### src/rtl/rr_mux4.sv
`default_nettype none
// ============================================================================
// Module      : rr_mux4
// Description : 4:1 round-robin packet mux; a granted channel holds the output
//               until its last beat, then priority rotates past it.
// Revision    : 1.0 - initial release
// ============================================================================
module rr_mux4 #(
    parameter int WIDTH = 8
) (
    input  logic                 clk,
    input  logic                 rst_n,
    input  logic [4*WIDTH-1:0]   in_data,
    input  logic [3:0]           in_valid,
    input  logic [3:0]           in_last,
    output logic [3:0]           in_ready,
    output logic [WIDTH-1:0]     out_data,
    output logic [1:0]           out_sel,
    output logic                 out_last,
    output logic                 out_valid,
    input  logic                 out_ready
);

    typedef enum logic [0:0] {
        ST_IDLE   = 1'b0,
        ST_LOCKED = 1'b1
    } state_t;

    state_t           r_state;
    logic [1:0]       r_ptr;
    logic [1:0]       r_lock_ch;
    logic [WIDTH-1:0] r_out_data;
    logic [1:0]       r_out_sel;
    logic             r_out_last;
    logic             r_out_valid;

    logic             w_load_en;
    logic [3:0]       w_rot;
    logic [1:0]       w_off;
    logic             w_any;
    logic [1:0]       w_grant_ch;
    logic             w_grant_vld;
    logic             w_xfer;
    logic             w_grant_last;
    logic [WIDTH-1:0] w_grant_data;

    assign w_load_en = !r_out_valid || out_ready;

    // Rotate requests so the pointer channel sits at bit 0, then take the lowest.
    assign w_rot = 4'({in_valid, in_valid} >> r_ptr);

    always_comb begin
        w_off = 2'd0;
        w_any = 1'b1;
        casez (w_rot)
            4'b???1: w_off = 2'd0;
            4'b??10: w_off = 2'd1;
            4'b?100: w_off = 2'd2;
            4'b1000: w_off = 2'd3;
            default: w_any = 1'b0;
        endcase
    end

    always_comb begin
        w_grant_ch  = r_ptr + w_off;
        w_grant_vld = w_any;
        if (r_state == ST_LOCKED) begin
            w_grant_ch  = r_lock_ch;
            w_grant_vld = in_valid[r_lock_ch];
        end
    end

    assign in_ready     = (rst_n && w_load_en && w_grant_vld) ? (4'b0001 << w_grant_ch) : 4'b0000;
    assign w_xfer       = |in_ready;
    assign w_grant_last = in_last[w_grant_ch];
    assign w_grant_data = in_data[w_grant_ch*WIDTH +: WIDTH];

    always_ff @(posedge clk) begin
        if (!rst_n) begin
            r_state     <= ST_IDLE;
            r_ptr       <= 2'd0;
            r_lock_ch   <= 2'd0;
            r_out_data  <= '0;
            r_out_sel   <= 2'd0;
            r_out_last  <= 1'b0;
            r_out_valid <= 1'b0;
        end else begin
            if (w_load_en) begin
                r_out_valid <= w_xfer;
            end
            if (w_xfer) begin
                r_out_data <= w_grant_data;
                r_out_sel  <= w_grant_ch;
                r_out_last <= w_grant_last;
                if (w_grant_last) begin
                    r_state <= ST_IDLE;
                    r_ptr   <= w_grant_ch + 2'd1;
                end else begin
                    r_state   <= ST_LOCKED;
                    r_lock_ch <= w_grant_ch;
                end
            end
        end
    end

    assign out_data  = r_out_data;
    assign out_sel   = r_out_sel;
    assign out_last  = r_out_last;
    assign out_valid = r_out_valid;

endmodule
`default_nettype wire

### config.mk
export PLATFORM = sky130hd
export DESIGN_NAME = rr_mux4
export DESIGN_NICKNAME = d
export VERILOG_FILES = /design/src/rtl/rr_mux4.sv
export SDC_FILE = /design/constraint.sdc
export NUM_CORES = 1
export LEC_CHECK = 0
export ABC_AREA = 1
export CELL_PAD_IN_SITES_DETAIL_PLACEMENT = 0
export CELL_PAD_IN_SITES_GLOBAL_PLACEMENT = 1
export CORE_ASPECT_RATIO = 0.8
export CORE_MARGIN = 3
export CORE_UTILIZATION = 27
export DETAILED_ROUTE_END_ITERATION = 16
export PLACE_DENSITY_LB_ADDON = 0.1
export SKIP_CTS_REPAIR_TIMING = 1
export SYNTH_ARGS = -nofsm -noshare
export SYNTH_HDL_FRONTEND = slang
export SYNTH_SLANG_ARGS = --single-unit
### constraint.sdc
create_clock -name clk -period 2.7 [get_ports clk]
set_input_delay 0.405 -clock clk [delete_from_list [all_inputs] [get_ports clk]]
set_output_delay 0.405 -clock clk [all_outputs]
set_load 0.005 [all_outputs]
== After elaboration in Yosys (flattened, before gate mapping) ==
Cells that the tools add are included.

* Register bits after elaboration: 17
* Input bits: 43
* Output and inout bits: 16
* Word-level logic and storage cells: 36

* Add/subtract/negate cells: 2
* Order comparisons: 2
* Eq/ne operators: 3
* Shift operators: 3
* Muxes and demuxes: 10
* Bitwise logic cells: 1
* Reductions and logical operators: 8

{| class="wikitable"
|+ Operators by type and width
! kind !! count
|-
| 32-bit by 6-bit variable part select with 8-bit output || 1
|-
| 4-bit OR reduction || 2
|-
| 8-bit by 2-bit right shift with 4-bit output || 1
|-
| 2-bit by 3-bit < comparator with 1-bit output, second input constant || 2
|-
| 2-bit one-hot mux with 3 select lines || 1
|-
| 1-bit two-way mux || 5
|-
| 1-bit binary-select mux with 2-bit select || 2
|-
| 4-bit == test, second input constant || 1
|-
| 4-bit two-way mux || 1
|-
| 2-bit AND reduction || 2
|-
| 1-bit by 2-bit << shifter with 4-bit output, first input constant || 1
|-
| 3-bit == test, second input constant || 1
|-
| 2-bit by 1-bit adder with 2-bit output, second input constant || 1
|-
| 2-bit adder || 1
|-
| 2-bit == test, second input constant || 1
|-
| 1-bit logical AND || 2
|-
| 2-bit two-way mux || 1
|-
| 1-bit logical NOT || 1
|-
| 1-bit logical OR || 1
|-
| 1-bit NOT || 1
|}

== Logic depth before layout (Yosys ltp) ==
* Depth in word-level cells: 9
* Gate-level depth with buffers: 18
* Gate-level depth less buffers: 18

== Least setup slack after synthesis ==
Ideal clock, no wire load.

* Path kind: register -> output
* From: register r_ptr[0]
* To: output in_ready[0]
* Arrival time: 1,874 ps
* Data required time: 2,295 ps
* Path slack: 421 ps
* Cell stages (with the launch flop): 14
* Path through: dfxtp_1 > inv_2 > nand2_1 > nand3_1 > nand2_1 > nand3_1 > a21boi_0 > ha_1 > xor2_1 > nand3_1 > nand3_2 > nand2_4 > buf_12 > nor3_1

* Longest elaborated chain between the ends: 7
* Elaborated cells on any way between the ends: 13

{| class="wikitable"
|+ RTL lines
! element !! RTL line !! RTL
|-
| start: declaration || 30 || <nowiki>logic [1:0] r_ptr;</nowiki>
|-
| start signal: assignment || 97 || <nowiki>r_ptr <= w_grant_ch + 2'd1;</nowiki>
|-
| 8-bit by 2-bit right shift with 4-bit output || 50 || <nowiki>assign w_rot = 4'({in_valid, in_valid} >> r_ptr);</nowiki>
|-
| 4-bit == test (tied with other cells) || 55 || <nowiki>casez (w_rot)</nowiki>
|-
| 2-bit one-hot mux with 3 select lines / 4-bit OR reduction (equally long branches) || n/a ||
|-
| 2-bit adder / 1-bit two-way mux (equally long branches) || 65, 55 ||
|-
| 2-bit two-way mux / 1-bit two-way mux (equally long branches) || 67 || <nowiki>if (r_state == ST_LOCKED) begin</nowiki>
|-
| 1-bit by 2-bit << shifter with 4-bit output / 1-bit logical AND (equally long branches) || 73 || <nowiki>assign in_ready = (rst_n && w_load_en && w_grant_vld) ? (4'b0001 << w_grant_ch) : 4'b0000;</nowiki>
|-
| 4-bit two-way mux * || 73 ||
|-
| end: declaration || 16 || <nowiki>output logic [3:0] in_ready,</nowiki>
|}

Every way passes the cells marked *; elsewhere a longest branch is shown, timed or not.

== Final worst setup path ==
* From: register r_ptr[0]
* To: output in_ready[3]

Same word-level chain as after synthesis.

==> results_dict.tcl <==
set metrics [dict create \
    dpl-instance-area_mm2 0.00206 \
    ys_seq_elements 17 \
    die_width_um 83.5 \
    cts.sinks 17 \
    start_util_pct 29.5 \
    syn-instance-count 220 \
    outcome "complete, no violations" \
    comb_power_share_pct 79.7 \
    yosys.area.top_type "nand2_1" \
    grt_pass1_vias 1366 \
    first_pass_iters 4 \
    stdcell_count 363 \
    num_vias 1561 \
    synth_cell_type_count 25 \
    hold_depth 2 \
    finClkSkew_ns 0.00568 \
    synth_top_area_share_pct 31.9 \
    yosysMostFrequentCell "nand2_1" \
    synth_edf_count 0 \
    hp-class "flop to flop" \
    crit_fanout 7 \
    drtAntennaViolNets 0 \
    clkLatencyLatePin_ns 0.25 \
    antenna_found_initial 0 \
    finalWorstSetupSlack_ns 0.0603 \
    gr-total-overflow 0 \
    synth_nets 264 \
    p_per_area_mw_per_mm2 1350 \
    vias_per_cell 4.30 \
    leakage_nw 1.11 \
    drcViolationCount 0 \
    finalPower_mw 3.05 \
    p_sw_mw 1.47 \
    cts_max_path_buffers 2 \
    rsz0062_at_grt "yes" \
    area_growth_pct 75.0 \
    place_inst 351 \
    drt_iter0_drc 70 \
    cp-start-kind "flop" \
    pre_cts_ws_ns -0.527 \
    gp_congestion 0.723 \
    post-route-period-util_pct 97.8 \
    wl_per_cell_um 12.0 \
    ys_warn_count 0 \
    synth-main-ff-cell "dfxtp_1" \
    final_max_slew_viol_count 0 \
    period_needed_ns 2.64 \
    seqPwrFrac_pct 14.2 \
    cts_buffers 3 \
    setup_violations 0 \
    coreArea_mm2 0.00439 \
    antennaDiodeCount 0 \
    numPortBuffers 58 \
    dp_hpwl_mm 3.24 \
    io_pins 59 \
    tightestPinTransition_ns 0.508 \
    r2r_slack_ns 0.15 \
    drive_above_1_share_pct 28.4 \
    hold_violations 0 \
    rr_worst_depth 16 \
    fin_nets 351 \
    synthTopCellsByArea "nand2_1 32%, dfxtp_1 26%, nand3_1 6.6%" \
    grt_pass1_wl_mm 6.70 \
    seq_area_frac_synth_pct 26.3 \
    clk_pin_slew_ns 0.07 \
    cts_tree "done" \
    wirelength_mm 4.35 \
    peakVddDrop_v 0.000590 \
    cp-end-kind "output pin" \
    clockRootBuffer "clkbuf_8" \
    dieArea_mm2 0.00567 \
    maxSlewHeadroom_pct 66.1 \
    sw_frac_of_total_pct 48.2 \
    grt_usage_pct 14.5 \
    fin_area_mm2 0.00227 \
    die_h_um 68.0 \
    arrival_ns 2.23 \
    required_ns 2.30 \
    critical_path_class "flop to output pin" \
    synth.avg_cell_area_um2 5.89 \
    htreeDepth 1 \
    synth_area_mm2 0.00130 \
    rows 21 \
    drv_cap 0 \
    timing.fmax_mhz 379 \
    grt_max_degree 18 \
    clockPowerShare_pct 6.0 \
    synthArstFlopShare_pct 0 \
    ys_top_cells_by_count "110 x nand2_1, 17 x dfxtp_1, 17 x nand3_1" \
    fin_setup_tns_ns 0 \
    internal_power_mw 1.58 \
]
power groups by stage:
stage	clock [mW]	sequential [mW]	combinational (mW)
finish	0.184	0.434	2.43
global route	0.209	0.451	2.71
CTS	0.193	0.429	2.13
detailed placement	0	0.433	2.11
global placement	0	0.436	2.13
floorplan	0	0.425	1.30
registers in the layout, indices dropped and copies added (netlist names):
register and cells:
out_sel 2, r_state 1, out_data 8, r_ptr 2
out_valid 1, out_last 1, r_lock_ch 2
per-layer routing:
metal,wire length [um],share of wire [%],global-route usage [%],vias up
met4,17,0.39,4.22,0
li1,-,-,-,858
met2,1690,39,18.6,41
met3,200,4.6,2.29,2
met1,2450,56,23.6,660
met5,0,0,0,-
cell type report:
cell class / count / area, um2
Multi-Input combinational cell: 181 / 925
Clock inverter: 1 / 5.00
Timing Repair Buffer: 91 / 826
Tap cell: 57 / 71.3
Inverter: 13 / 55.1
Sequential cell: 17 / 345
Clock buffer: 3 / 41.3
Fill cell: 455 / 2120
per-stage QoR:
| step | utilization [%] | hold slack (ns) |
|---|---|---|
| after global placement | 47.0 | 0.461 |
| after CTS | 48.1 | 0.478 |
| after floorplan | - | 0.456 |
| after global routing | 51.7 | 0.506 |
| after detailed placement | 47.0 | 0.461 |
| final | 51.7 | 0.476 |
path summary, 6_finish.rpt:
| kind | from | endpoint |
|---|---|---|
| worst max-delay path | r_ptr[0] | in_ready[3] |
| worst min-delay path | out_sel[1] | out_sel[1] |
| worst max register to register | r_ptr[0] | r_lock_ch[0] |
| worst min register to register | out_sel[1] | out_sel[1] |
worst max-delay path: stages, from the launching register on:
cell and delay, ns:
dfxtp_4 0.39, inv_4 0.05, nand2_2 0.08, nand3_2 0.07
nand2_2 0.09, nand3_2 0.07, a21boi_2 0.15, ha_2 0.21
xor2_2 0.16, inv_1 0.07, nand2_2 0.07, nand3_4 0.09
nand2_4 0.10, buf_6 0.12, nand2_4 0.04, nor2_2 0.11
buf_2 0.11
cells in the final DEF, fill, tap and decap left out:
cell type and count:
a211oi_2 1, a21boi_2 1, a21oi_1 6, a21oi_2 6, buf_2 3, buf_4 31, buf_6 2, clkbuf_2 1
clkbuf_8 3, clkdlybuf4s50_1 50, clkinv_2 2, dfxtp_1 15, dfxtp_2 1, dfxtp_4 1, dlymetal6s2s_1 4, ha_2 1
inv_1 9, inv_2 1, inv_4 2, nand2_1 105, nand2_2 15, nand2_4 4, nand3_1 11, nand3_2 6
nand3_4 1, nand4_1 1, nor2_1 11, nor2_2 2, nor2_4 1, nor3_1 1, nor3_2 1, o211ai_1 2
o21ai_0 4, xor2_2 1
cell families after synthesis:
| logic type | count (synthesis) | synth area share (%) |
|---|---|---|
| simple gates | 159 | 52.0 |
| buf+inv | 22 | 9.46 |
| fa+ha+maj | 1 | 0.965 |
| flops | 17 | 26.3 |
| xor+xnor | 1 | 0.676 |
| compound gates | 20 | 10.6 |
No activity file was read; power rests on OpenSTA's default activity.
==> variant 1: new RTL, config.mk and constraints unchanged <==
The parameter `WIDTH` goes from 8 to 7.
--- a/src/rtl/rr_mux4.sv
+++ b/src/rtl/rr_mux4.sv
@@ -6,7 +6,7 @@
 // Revision    : 1.0 - initial release
 // ============================================================================
 module rr_mux4 #(
-    parameter int WIDTH = 8
+    parameter int WIDTH = 7
 ) (
     input  logic                 clk,
     input  logic                 rst_n,
Interface: changed (resized in_data and out_data); port bits go from 59 to 54. No check against the original RTL was run, so the function may have changed too.
==> variant 1 against the unedited design <==
- worst setup slack improved by 0.024 ns
- first-iteration DRC count did not move
- power fell by 9.5%
- routed wire length fell by 8.5%
- clock skew fell by 0.0031 ns
- sequential cell count fell by 1
- design area fell by 7.9%
- area after synthesis fell by 3.8%
- critical path type unchanged
==> variant 1: results (changes against the unedited design) <==
* Hpwl dp at 3080 µm (-5.1%)
* Tcrit/Tclk final at 96.9% (-0.90 points)
* Worst vdd ir at 0.000590 V (about the same)
* Register area share after synthesis at 25.7% (-0.58 points)
* Reg2Reg Capture Point: r_ptr[1]
* Min-delay src: out_data[2]
* First-pass GRT wire length at 6270 µm (-6.4%)
* Dpl cells at 335 (-4.6%)
* Layout Nets at 324 (-7.7%)
* Reg2Reg Depth at 17 (+1)
* R2R setup slack at 0.31 ns (+0.16 ns)
* Hold Path Sink: out_data[2]
* Number of global-route vias before repair at 1314 (-3.8%)
* Syn_area_per_cell at 5.94 µm² (+0.82%)
* Wire length on met3 at 221 µm (+11%)
* Top cells by count, synth: 97 x nand2_1, 20 x nand3_1, 16 x dfxtp_1, 16 x inv_1, 11 x nor2_1
* GRT Util Overall at 14.8% (+0.31 points)
* Drt wl/cell at 11.7 µm (-2.3%)
* Lkg Pwr at 1.07 nW (-3.8%)
* Flip-flop count of the largest register after layout at 7 (-1)
* Largest cells by area after synthesis: nand2_1 29%, dfxtp_1 26%, nand3_1 8.0%
* Worst-path fanout max at 6 (-1)
* Vias at 1459 (-6.5%)
* Compound-Gate Fraction of Synth Area at 8.63% (-2.0 points)
* Layout fillers at 474 (+4.2%)
* Status: completed
* Skew final at 0.00258 ns (-0.00310 ns)
* Net Count, Synth at 250 (-5.3%)
variant 1: cell count changes after synthesis, moves of 2 or more:
cell      before  now
nand3_1       17   20
nor2_1        14   11
nand2_4        2    0
a21oi_2        6    0
o211ai_1       2    6
nand3_2        1    5
o21ai_0        4    1
nand2_1      110   97
clkbuf_1       2    0
inv_1          9   16
nand2_2       12   10
variant 1: cells by family after synthesis:
group	Yosys count
buffers and inverters	27
DFF	16
AOI/OAI and AO/OA	16
adders and majority gates	1
and+or+nand+nor	149
xor gates and xnor gates	1
variant 1: area by class of cell:
| cell class | count | area, µm² | area share [%] |
|---|---|---|---|
| Timing Repair Buffer | 77 | 711 | 34.0 |
| Tap cell | 57 | 71.3 | 3.41 |
| Inverter | 19 | 72.6 | 3.47 |
| Multi-Input combinational cell | 167 | 855 | 40.9 |
| Clock buffer | 4 | 55.1 | 2.63 |
| Sequential cell | 16 | 325 | 15.6 |
variant 1: per-stage QoR:
stage | total power, mW | setup TNS (ns)
after detailed placement | 2.46 | -2.83
after global routing | 3.08 | -0.101
after global placement | 2.48 | -3.01
after floorplan | 1.66 | 0
final | 2.76 | 0
after CTS | 2.69 | -2.23
variant 1: worst max-delay path by stage:
stage                 from           to  cells past startpoint
2_1_floorplan     r_ptr[0]  in_ready[2]                     14
3_3_place_gp   in_valid[3]  in_ready[0]                     15
3_5_place_dp   in_valid[3]  in_ready[0]                     15
4_1_cts        in_valid[3]  in_ready[0]                     15
5_1_grt           r_ptr[0]  in_ready[0]                     15
6_report          r_ptr[0]  in_ready[0]                     13
variant 1: metal layers:
| metal | vias up | GRT usage, % |
|---|---|---|
| met3 | 3 | 2.16 |
| li1 | 809 | - |
| met2 | 34 | 18.0 |
| met5 | - | 0 |
| met1 | 613 | 25.2 |
| met4 | 0 | 3.73 |
variant 1: worst max-delay path, delay by kind of cell, from the launching register on:
| kind | cells | cell delay, ns |
|---|---|---|
| AO/OA/AOI/OAI | 1 | 0.16 |
| AND/OR/NAND/NOR | 7 | 0.74 |
| adder cells (fa/ha/maj) | 1 | 0.21 |
| flip-flops | 1 | 0.38 |
| XOR/XNOR | 1 | 0.13 |
| buffers and inverters | 3 | 0.34 |
variant 1: power breakdown:
part           switching [mW]  internal [mW]
clock network          0.0834          0.129
registers              0.0736          0.335
logic                    1.20          0.945
==> variant 2: new RTL, same flow settings <==
Made on the original files. Reset style: asynchronous (`rst_n`), changed in one clocked block.
--- a/src/rtl/rr_mux4.sv
+++ b/src/rtl/rr_mux4.sv
@@ -75,7 +75,7 @@
     assign w_grant_last = in_last[w_grant_ch];
     assign w_grant_data = in_data[w_grant_ch*WIDTH +: WIDTH];
 
-    always_ff @(posedge clk) begin
+    always_ff @(posedge clk or negedge rst_n) begin
         if (!rst_n) begin
             r_state     <= ST_IDLE;
             r_ptr       <= 2'd0;
Function: differs if rst_n is asserted again (counterexample within 4 cycles, from zero or initial values and one cycle with rst_n low); with rst_n held inactive, the same outputs for 10 cycles.
==> variant 2 against the unedited design <==
- the flow now finishes with violations (negative setup slack)
- global-route usage decreased by 0.28 points
- sequential cell count unchanged
- routed wire length decreased by 1.7%
- power increased by 4.1%
- area after synthesis increased by 5.1%
- worst setup slack got worse by 0.061 ns
- combinational power increased by 3%
- first-iteration DRC count increased by 59%
- design area increased by 4.0%
- clock skew decreased by 0.0049 ns
- non-clock buffer count decreased by 3
- critical endpoint is now in_ready[1]
==> variant 2: results (changes against the unedited design) <==
* Status: complete, but fails checks
* Failing checks: negative setup slack
* Worst hold stages at 2 (unchanged)
* Slowest-stage cell, CP: dfrtp_2
* # diodes at 0 (unchanged)
* Seq pwr at 0.489 mW (+13%)
* Number of global-route vias before repair at 1479 (+8.3%)
* Routability cong. at 0.842 (+16%)
* DR iter-0 viols at 111 (+59%)
* Yosys cell types at 25 (unchanged)
* Post-Synth XOR/XNOR Area at 0.643% (-0.033 points)
* Post-Route WL at 4280 µm (-1.7%)
* Hpwl dp at 3230 µm (-0.26%)
* Slowest stage delay, CP at 0.48 ns (+0.09 ns)
* Hold Path Sink: out_sel[0]
* Async SR Flop Fraction at 100% (+100 points)
* Top cells by count, synth: 130 x nand2_1, 17 x dfrtp_1, 17 x nand3_1
* Maximum clock path buffer count at 2 (unchanged)
* Compound-Gate Fraction of Synth Area at 3.58% (-7.0 points)
* Syn_area_per_cell at 6.19 µm² (+5.1%)
* Vias at 1595 (+2.2%)
* Reg2Reg Capture Point: r_ptr[0]
* Slew @ Worst Pin at 0.270 ns (-0.238 ns)
* Hold Slack at 0.469 ns (-0.00769 ns)
* Skew final at 0.000815 ns (-0.00487 ns)
* Final Core Density at 49.8% (-1.9 points)
* Area after DPL at 2140 µm² (+3.7%)
* Layout fillers at 495 (+8.8%)
* Comb power at 2.51 mW (+3%)
* Drt wl/cell at 11.8 µm (-1.9%)
* P_sw at 1.56 mW (+6.4%)
* Worst slack, placed at -0.622 ns (-0.0955 ns)
* Min-delay src: out_sel[0]
* Reg2Reg Depth at 17 (+1)
* Mux cell area share after synthesis at 0% (unchanged)
* Final setup TNS at -0.000269 ns (-0.000269 ns)
* Worst vdd ir at 0.000706 V (+20%)
* Reg clk slew, reported paths at 0.06 ns
* Final setup vio count at 1 (+1)
* Share of layout cells above drive strength 1 at 30.3% (+1.8 points)
* Initial antenna violation count at 0 (unchanged)
* Largest net degree at the start of global routing at 20 (+2)
* Setup crit end: in_ready[1]
* Register area share after synthesis at 31.2% (+5.0 points)
* Adder-cell share of the synthesized area at 0.918% (-0.047 points)
* Worst-path fanout max at 6 (-1)
* Dpl cells at 354 (+0.85%)
* CP arrival at 2.30 ns (+0.07 ns)
* Lkg Pwr at 1.24 nW (+11%)
* GRT Util Overall at 14.2% (-0.28 points)
* Hold WC Path Type: flop to flop
* Worst Setup SP: r_ptr[0]
* Number of H-tree levels at 1 (unchanged)
* Largest cells by area after synthesis: nand2_1 36%, dfrtp_1 31%, nand2_2 6.9%
* Post-route setup slack at -0.000269 ns (-0.0605 ns)
* Synth Flop Type: dfrtp_1
* First-pass GRT wire length at 6940 µm (+3.6%)
* Internal Pwr Total at 1.61 mW (+1.9%)
* R2R setup slack at 0.21 ns (+0.06 ns)
==> variant 2: changes by cell type after synthesis, sizes merged, moves of 2 or more <==
cell / before / now
dfxtp: 17 / 0
dfrtp: 0 / 17
nand2: 124 / 146
nor2: 14 / 4
inv: 12 / 10
a21oi: 12 / 2
o211ai: 2 / 0
nand3: 18 / 20
==> variant 2: area by class of cell <==
cell class	count	share of cell area, %
multi-input combinational	184	40.4
sequential	17	18.1
clock buffer	4	1.91
tap	60	3.18
inverter	11	2.02
timing repair buffer	88	34.4
==> variant 2: cells by family after synthesis <==
kind of cell | after synthesis
and+or+nand+nor | 174
buffers and inverters | 19
DFF | 17
AOI/OAI and AO/OA | 8
xor gates and xnor gates | 1
adders and majority gates | 1
==> variant 2: routing by layer <==
metal	wire length, µm	part of all wire (%)	track usage, %
met5	0	0	0
met4	27	0.63	3.69
met3	346	8.1	2.61
met2	1680	39	18.0
met1	2230	52	23.6
